## src/rtl/instr_sequencer_pkg.sv

```systemverilog
// Shared CPU sequencer types, opcode constants and the opcode -> tick-count table.
// Pure declarations and combinational helpers; no state.
package instr_sequencer_pkg;

    typedef enum logic [1:0] {
        SEQ_FETCH = 2'd0,
        SEQ_EXEC  = 2'd1,
        SEQ_HALT  = 2'd2,
        SEQ_INT   = 2'd3
    } seq_state_t;

    localparam logic [11:0] OP_HALT      = 12'hFF8;
    localparam logic [11:0] OP_SLP       = 12'hFF9;
    localparam logic [11:0] OP_NOP5      = 12'hFFB;
    localparam logic [11:0] OP_NOP7      = 12'hFFF;
    localparam logic [11:0] OP_RET       = 12'hFDF;
    localparam logic [11:0] OP_RETS     = 12'hFDE;
    localparam logic [11:0] OP_PSET      = 12'hE40;
    localparam logic [11:0] OP_PSET_MASK = 12'hFF0;

    localparam int CYCLES_SHORT = 5;
    localparam int CYCLES_STD   = 7;
    localparam int CYCLES_LONG  = 12;
    localparam int CYCLES_INT   = 12;

    // Anything not listed takes the common 7-tick timing.
    function automatic logic [3:0] cycle_len(input logic [11:0] op);
        logic [3:0] len;
        len = 4'(CYCLES_STD);
        casez (op)
            12'h0??:                  len = 4'(CYCLES_SHORT);
            12'h1??:                  len = 4'(CYCLES_LONG);
            12'hE4?:                  len = 4'(CYCLES_SHORT);
            12'hA8?:                  len = 4'(CYCLES_STD);
            OP_NOP5, OP_HALT, OP_SLP: len = 4'(CYCLES_SHORT);
            OP_NOP7, OP_RET:          len = 4'(CYCLES_STD);
            OP_RETS:                  len = 4'(CYCLES_LONG);
            default:                  len = 4'(CYCLES_STD);
        endcase
        return len;
    endfunction

    function automatic logic is_halt(input logic [11:0] op);
        return (op == OP_HALT) || (op == OP_SLP);
    endfunction

    function automatic logic is_pset(input logic [11:0] op);
        return (op & OP_PSET_MASK) == OP_PSET;
    endfunction

endpackage

```

## src/rtl/cycle_length_decoder.sv

```systemverilog
// Opcode -> instruction length (5/7/12 ticks); purely combinational, zero latency.
// No flow control: the result follows the opcode input directly.
module cycle_length_decoder
    import instr_sequencer_pkg::*;
(
    input  logic [11:0] i_opcode,
    output logic [3:0]  o_len
);

    assign o_len = cycle_len(i_opcode);

endmodule

```

## src/rtl/instr_sequencer.sv

```systemverilog
// Fetch/step sequencer feeding the execute datapath; one state step per clk_en tick, outputs registered.
// clk_en low freezes everything. Interrupt entry enabled by defining CPU_INTERRUPT_EN.
module instr_sequencer
    import instr_sequencer_pkg::*;
#(
    parameter int          STEP_W   = 4,
    parameter logic [11:0] RESET_OP = 12'hFFB
)
(
    input  logic              clk,
    input  logic              reset_n,
    input  logic              clk_en,
    input  logic [12:0]       pc,
    output logic [12:0]       rom_addr,
    input  logic [11:0]       rom_data,
    input  logic              irq_pending,
    input  logic              irq_enable,
    output logic [11:0]       opcode,
    output logic [STEP_W-1:0] step,
    output logic              exec_valid,
    output logic              last_step,
    output logic              int_entry,
    output logic              halted
);

    seq_state_t        r_state;
    logic [11:0]       r_opcode;
    logic [STEP_W-1:0] r_step;
    logic [STEP_W-1:0] r_last_idx;
    logic              r_exec_valid;
    logic              r_last_step;
    logic              r_int_entry;
    logic              r_halted;
    logic              r_inhibit;

    logic [3:0]        w_len;
    logic [STEP_W-1:0] w_step_nxt;
    logic              w_irq;

    cycle_length_decoder u_len_dec (
        .i_opcode (rom_data),
        .o_len    (w_len)
    );

`ifdef CPU_INTERRUPT_EN
    assign w_irq = irq_pending & irq_enable;
`else
    logic w_unused_irq;
    assign w_unused_irq = irq_pending | irq_enable;
    assign w_irq        = 1'b0;
`endif

    assign rom_addr   = pc;
    assign w_step_nxt = r_step + STEP_W'(1);

    always_ff @(posedge clk or negedge reset_n) begin
        if (!reset_n) begin
            r_state      <= SEQ_FETCH;
            r_opcode     <= RESET_OP;
            r_step       <= '0;
            r_last_idx   <= '0;
            r_exec_valid <= 1'b0;
            r_last_step  <= 1'b0;
            r_int_entry  <= 1'b0;
            r_halted     <= 1'b0;
            r_inhibit    <= 1'b0;
        end else if (clk_en) begin
            case (r_state)
                SEQ_FETCH: begin
                    r_opcode     <= rom_data;
                    r_last_idx   <= STEP_W'(w_len - 4'd1);
                    r_step       <= STEP_W'(1);
                    r_exec_valid <= 1'b1;
                    r_state      <= SEQ_EXEC;
                    if (is_pset(rom_data)) begin
                        r_inhibit <= 1'b1;
                    end
                end
                SEQ_EXEC: begin
                    if (r_last_step) begin
                        r_last_step  <= 1'b0;
                        r_exec_valid <= 1'b0;
                        r_step       <= '0;
                        if (w_irq && !r_inhibit) begin
                            r_state     <= SEQ_INT;
                            r_int_entry <= 1'b1;
                        end else if (is_halt(r_opcode)) begin
                            r_state  <= SEQ_HALT;
                            r_halted <= 1'b1;
                        end else begin
                            r_state <= SEQ_FETCH;
                        end
                    end else begin
                        r_step <= w_step_nxt;
                        if (w_step_nxt == r_last_idx) begin
                            r_last_step <= 1'b1;
                            // A PSET keeps the shadow alive so it covers the instruction after it.
                            if (!is_pset(r_opcode)) begin
                                r_inhibit <= 1'b0;
                            end
                        end
                    end
                end
                SEQ_HALT: begin
                    if (w_irq) begin
                        r_state     <= SEQ_INT;
                        r_halted    <= 1'b0;
                        r_int_entry <= 1'b1;
                    end
                end
                SEQ_INT: begin
                    if (r_last_step) begin
                        r_last_step <= 1'b0;
                        r_int_entry <= 1'b0;
                        r_step      <= '0;
                        r_state     <= SEQ_FETCH;
                    end else begin
                        r_step <= w_step_nxt;
                        if (w_step_nxt == STEP_W'(CYCLES_INT - 1)) begin
                            r_last_step <= 1'b1;
                        end
                    end
                end
                default: begin
                    r_state <= SEQ_FETCH;
                    r_step  <= '0;
                end
            endcase
        end
    end

    assign opcode     = r_opcode;
    assign step       = r_step;
    assign exec_valid = r_exec_valid;
    assign last_step  = r_last_step;
    assign int_entry  = r_int_entry;
    assign halted     = r_halted;

endmodule

```

## config.mk

```make
export PLATFORM = sky130hd
export DESIGN_NAME = instr_sequencer
export DESIGN_NICKNAME = d
export VERILOG_FILES = /design/src/rtl/instr_sequencer_pkg.sv /design/src/rtl/cycle_length_decoder.sv /design/src/rtl/instr_sequencer.sv
export SDC_FILE = /design/constraint.sdc
export NUM_CORES = 1
export LEC_CHECK = 0
export ABC_AREA = 1
export ABC_CLOCK_PERIOD_IN_PS = 2160
export BUFFER_PORTS_ARGS = -buffer_cell sky130_fd_sc_hd__buf_4
export CAP_MARGIN = 10
export CORE_ASPECT_RATIO = 1.5
export CORE_MARGIN = 2
export CORE_UTILIZATION = 47
export DETAILED_ROUTE_END_ITERATION = 10
export PLACE_DENSITY = 0.85
export RECOVER_POWER = 25
export SYNTH_ARGS = -nofsm -noshare
export SYNTH_HDL_FRONTEND = slang
export SYNTH_SLANG_ARGS = --single-unit
```

## constraint.sdc

```tcl
create_clock -name clk -period 2.16 [get_ports clk]
set_clock_uncertainty 0.2 [all_clocks]
set_input_delay 0.216 -clock clk [delete_from_list [all_inputs] [get_ports clk]]
set_output_delay 0.216 -clock clk [all_outputs]
set_load 0.01 [all_outputs]
```

==> flow_summary.toml <==
[status]
status = "finished, final reports clean"

[worst_setup_path]
reg2reg_from = "step[0]"
critPathTopFamily = "simple AND/OR/NAND/NOR gates"
crit_fanout = 7
worst_ep_arrival_time_ns = 1.73
cp.depth = 11
rrSetupSlack_ns = 0.43
crit_path_start_kind = "flop"
ff2ff_path_depth = 11
crit_slowest_cell = "dfrtp_1"
max_stage_delay_ns = 0.46
cp.buffers_inverters = 2
crit_top_cell = "nand2_1"
r2r_end = "last_step"
end_kind = "flop"
crit_chain = "inv_1, ha_1, nand2_1, inv_1, nor2_1, nand2_1, nor2_1, nand3_1, nand2_1, nand2_1, nand2_1"
crit_type = "reg -> reg"
required_ns = 2.17

[power]
clkPwrFrac_pct = 13.0
p_int_mw = 1.28
leakage_nw = 0.868
p_sw_share_pct = 38.8
p_comb_share_pct = 43.4
power_density_nw_per_um2 = 1230
switchingPower_mw = 0.810
ir_drop_uv = 721
seqPwrFrac_pct = 43.6

[clock_tree]
post-cts-setup-buffers = 0
cts_root_buf = "clkbuf_8"
cts_tree = "built"
clk_pin_slew_ns = 0.08
htreeDepth = 1
clock_sinks = 25
cts_resized = 0
hold_buffers = 5
insertion_delay_ns = 0.26
numCtsBuffers = 3
cts_max_path_buffers = 2

[floorplanning]
rows = 24
pin_count = 63
core_um2 = 2910
die_h_um = 71.9
start_util_pct = 49.5
dieWidth_um = 49.2
die_area_um2 = 3540

[layout]
fillers = 275
final_common_cell = "nand2_1"
instances_no_fill = 244
area_delta_synth_final_pct = 17.3
diodes = 0
multiInputGateArea_um2 = 561
fin_nets = 238
drive_gt1_share_pct = 30.2
regArea_um2 = 639
final_cell_mix = "nand2_1 (53), buf_4 (32), inv_1 (24)"

[place]
hpwl_um = 2080
portBuffers = 33
dp_cells = 235
gp_congestion = 0.877

[route]
route.vias.total = 1178
drt_first_pass_iters = 4
routedWlPerCell_um = 11.0
drt_iter0_markers = 17
drc_errors = 0
viasPerCell = 4.83
finalWirelength_um = 2680
final_antenna_net_count = 0

[timing]
worst_pin_slew_ns = 1.28
finalHoldViolCount = 0
max_slew_margin_pct = 14.8
rsz0062_at_grt = "false"
finalCritPeriodShare_pct = 79.9
period_needed_ns = 1.73
finalSetupViolCount = 0
slew_viol_final = 0
final.setup.tns_ns = 0
timing.fmax_mhz = 579

[yosys]
synth_compound_area_share_pct = 11.2
synth_top_area_share_pct = 24.3
synth_area_leaders = "dfrtp_1 (24%), dfstp_2 (20%), nand2_1 (14%)"
yosys.area_share.adder_pct = 1.73
seq_area_frac_synth_pct = 44.3
ys.flop_type = "dfrtp_1"
synth-simple-area-share_pct = 25.7
yosysTopAreaCell = "dfrtp_1"
synth_async_sr_flop_share_pct = 100
avgSynthCellArea_um2 = 8.01
yosysUniqueCellTypes = 27
synth_mux_area_share_pct = 0
syn_nets = 212
syn_inst = 180
syn-cell-area_um2 = 1440
yosys_warnings = 0
ys_ff_latch = 25
synth-xor-area-share_pct = 0
synth_top_family_by_area = "simple AND/OR/NAND/NOR gates"
synth_edf_count = 0

[global_route]
antenna_found_initial = 0
grt_pass1_vias = 1179
track_usage_pct = 17.2
grt_pass1_wl_um = 4760
grt_max_degree = 26
overflow = 0

[min_path]
hold_start = "rom_data[4]"
min_path_type = "in -> reg"
min_path_cells = 3
hold_path_end = "opcode[4]"

[job]
cap_violations = 0
worst min-delay path, stage by stage:
cell	delay [ns]
buf_4	0.10
inv_1	0.09
o21ai_2	0.07
cells by family after synthesis:
logic type      count (synthesis)
compound gates                 24
other cells                     1
simple gates                   84
fa+ha+maj                       2
buf+inv                        44
flops                          25
flip-flops by register name, summed over array words and instances (netlist names):
signal	cells
opcode	12
r_last_idx	4
step	4
r_state	2
exec_valid	1
halted	1
last_step	1
synth_stat cells (2+ instances only):
cell / number
nor2_1: 11
buf_4: 14
nand2_1: 53
nor3_1: 2
buf_6: 3
ha_1: 2
dfrtp_1: 14
dfstp_2: 11
nand4_1: 5
inv_2: 2
nand2_2: 2
inv_1: 24
o21ai_2: 7
o22ai_1: 2
nand3_1: 8
o21ai_1: 2
a21oi_1: 3
o21ai_0: 6
final cells by class:
type,instances,area share [%]
Multi-Input combinational cell,111,33.1
Timing Repair Buffer,38,17.4
Inverter,27,6.14
Clock buffer,4,2.66
Sequential cell,25,37.8
Tap cell,39,2.88
power by group through the flow:
stage	combinational, mW	clock [mW]	sequential (mW)
after global routing	1.03	0.303	0.940
after CTS	0.921	0.275	0.913
final	0.905	0.270	0.910
after global placement	0.885	0	0.916
after floorplan	0.590	0	0.937
after detailed placement	0.909	0	0.920
layer usage:
metal	routed length [um]	vias to the layer above	global-route usage [%]
met5	0	-	0
met4	44	0	8.89
met3	101	4	2.08
met2	1480	24	32.6
met1	1060	551	18.3
li1	-	599	-
how the worst max path moves through the flow:
| stage | to | slack [ns] | startpoint |
|---|---|---|---|
| after floorplan | last_step | 0.54 | step[0] |
| after global placement | last_step | 0.46 | step[0] |
| after CTS | last_step | 0.41 | step[0] |
| after detailed placement | last_step | 0.44 | step[0] |
| final | last_step | 0.43 | step[0] |
| after global routing | last_step | 0.17 | step[0] |
through the flow:
stage          hold WS (ns)  cell area, um^2  utilization, %  total power, mW  worst slack [ns]
6_report            0.00886             1690            58.1             2.09             0.434
5_1_grt              0.0301             1690            58.1             2.28             0.170
4_1_cts             0.00780             1700            58.2             2.11             0.413
3_5_place_dp        -0.0632             1600            54.9             1.83             0.437
3_3_place_gp        -0.0643             1600            54.9             1.80             0.464
2_1_floorplan        -0.280             1440               -             1.53             0.537
(Power assumes the default switching activity.)
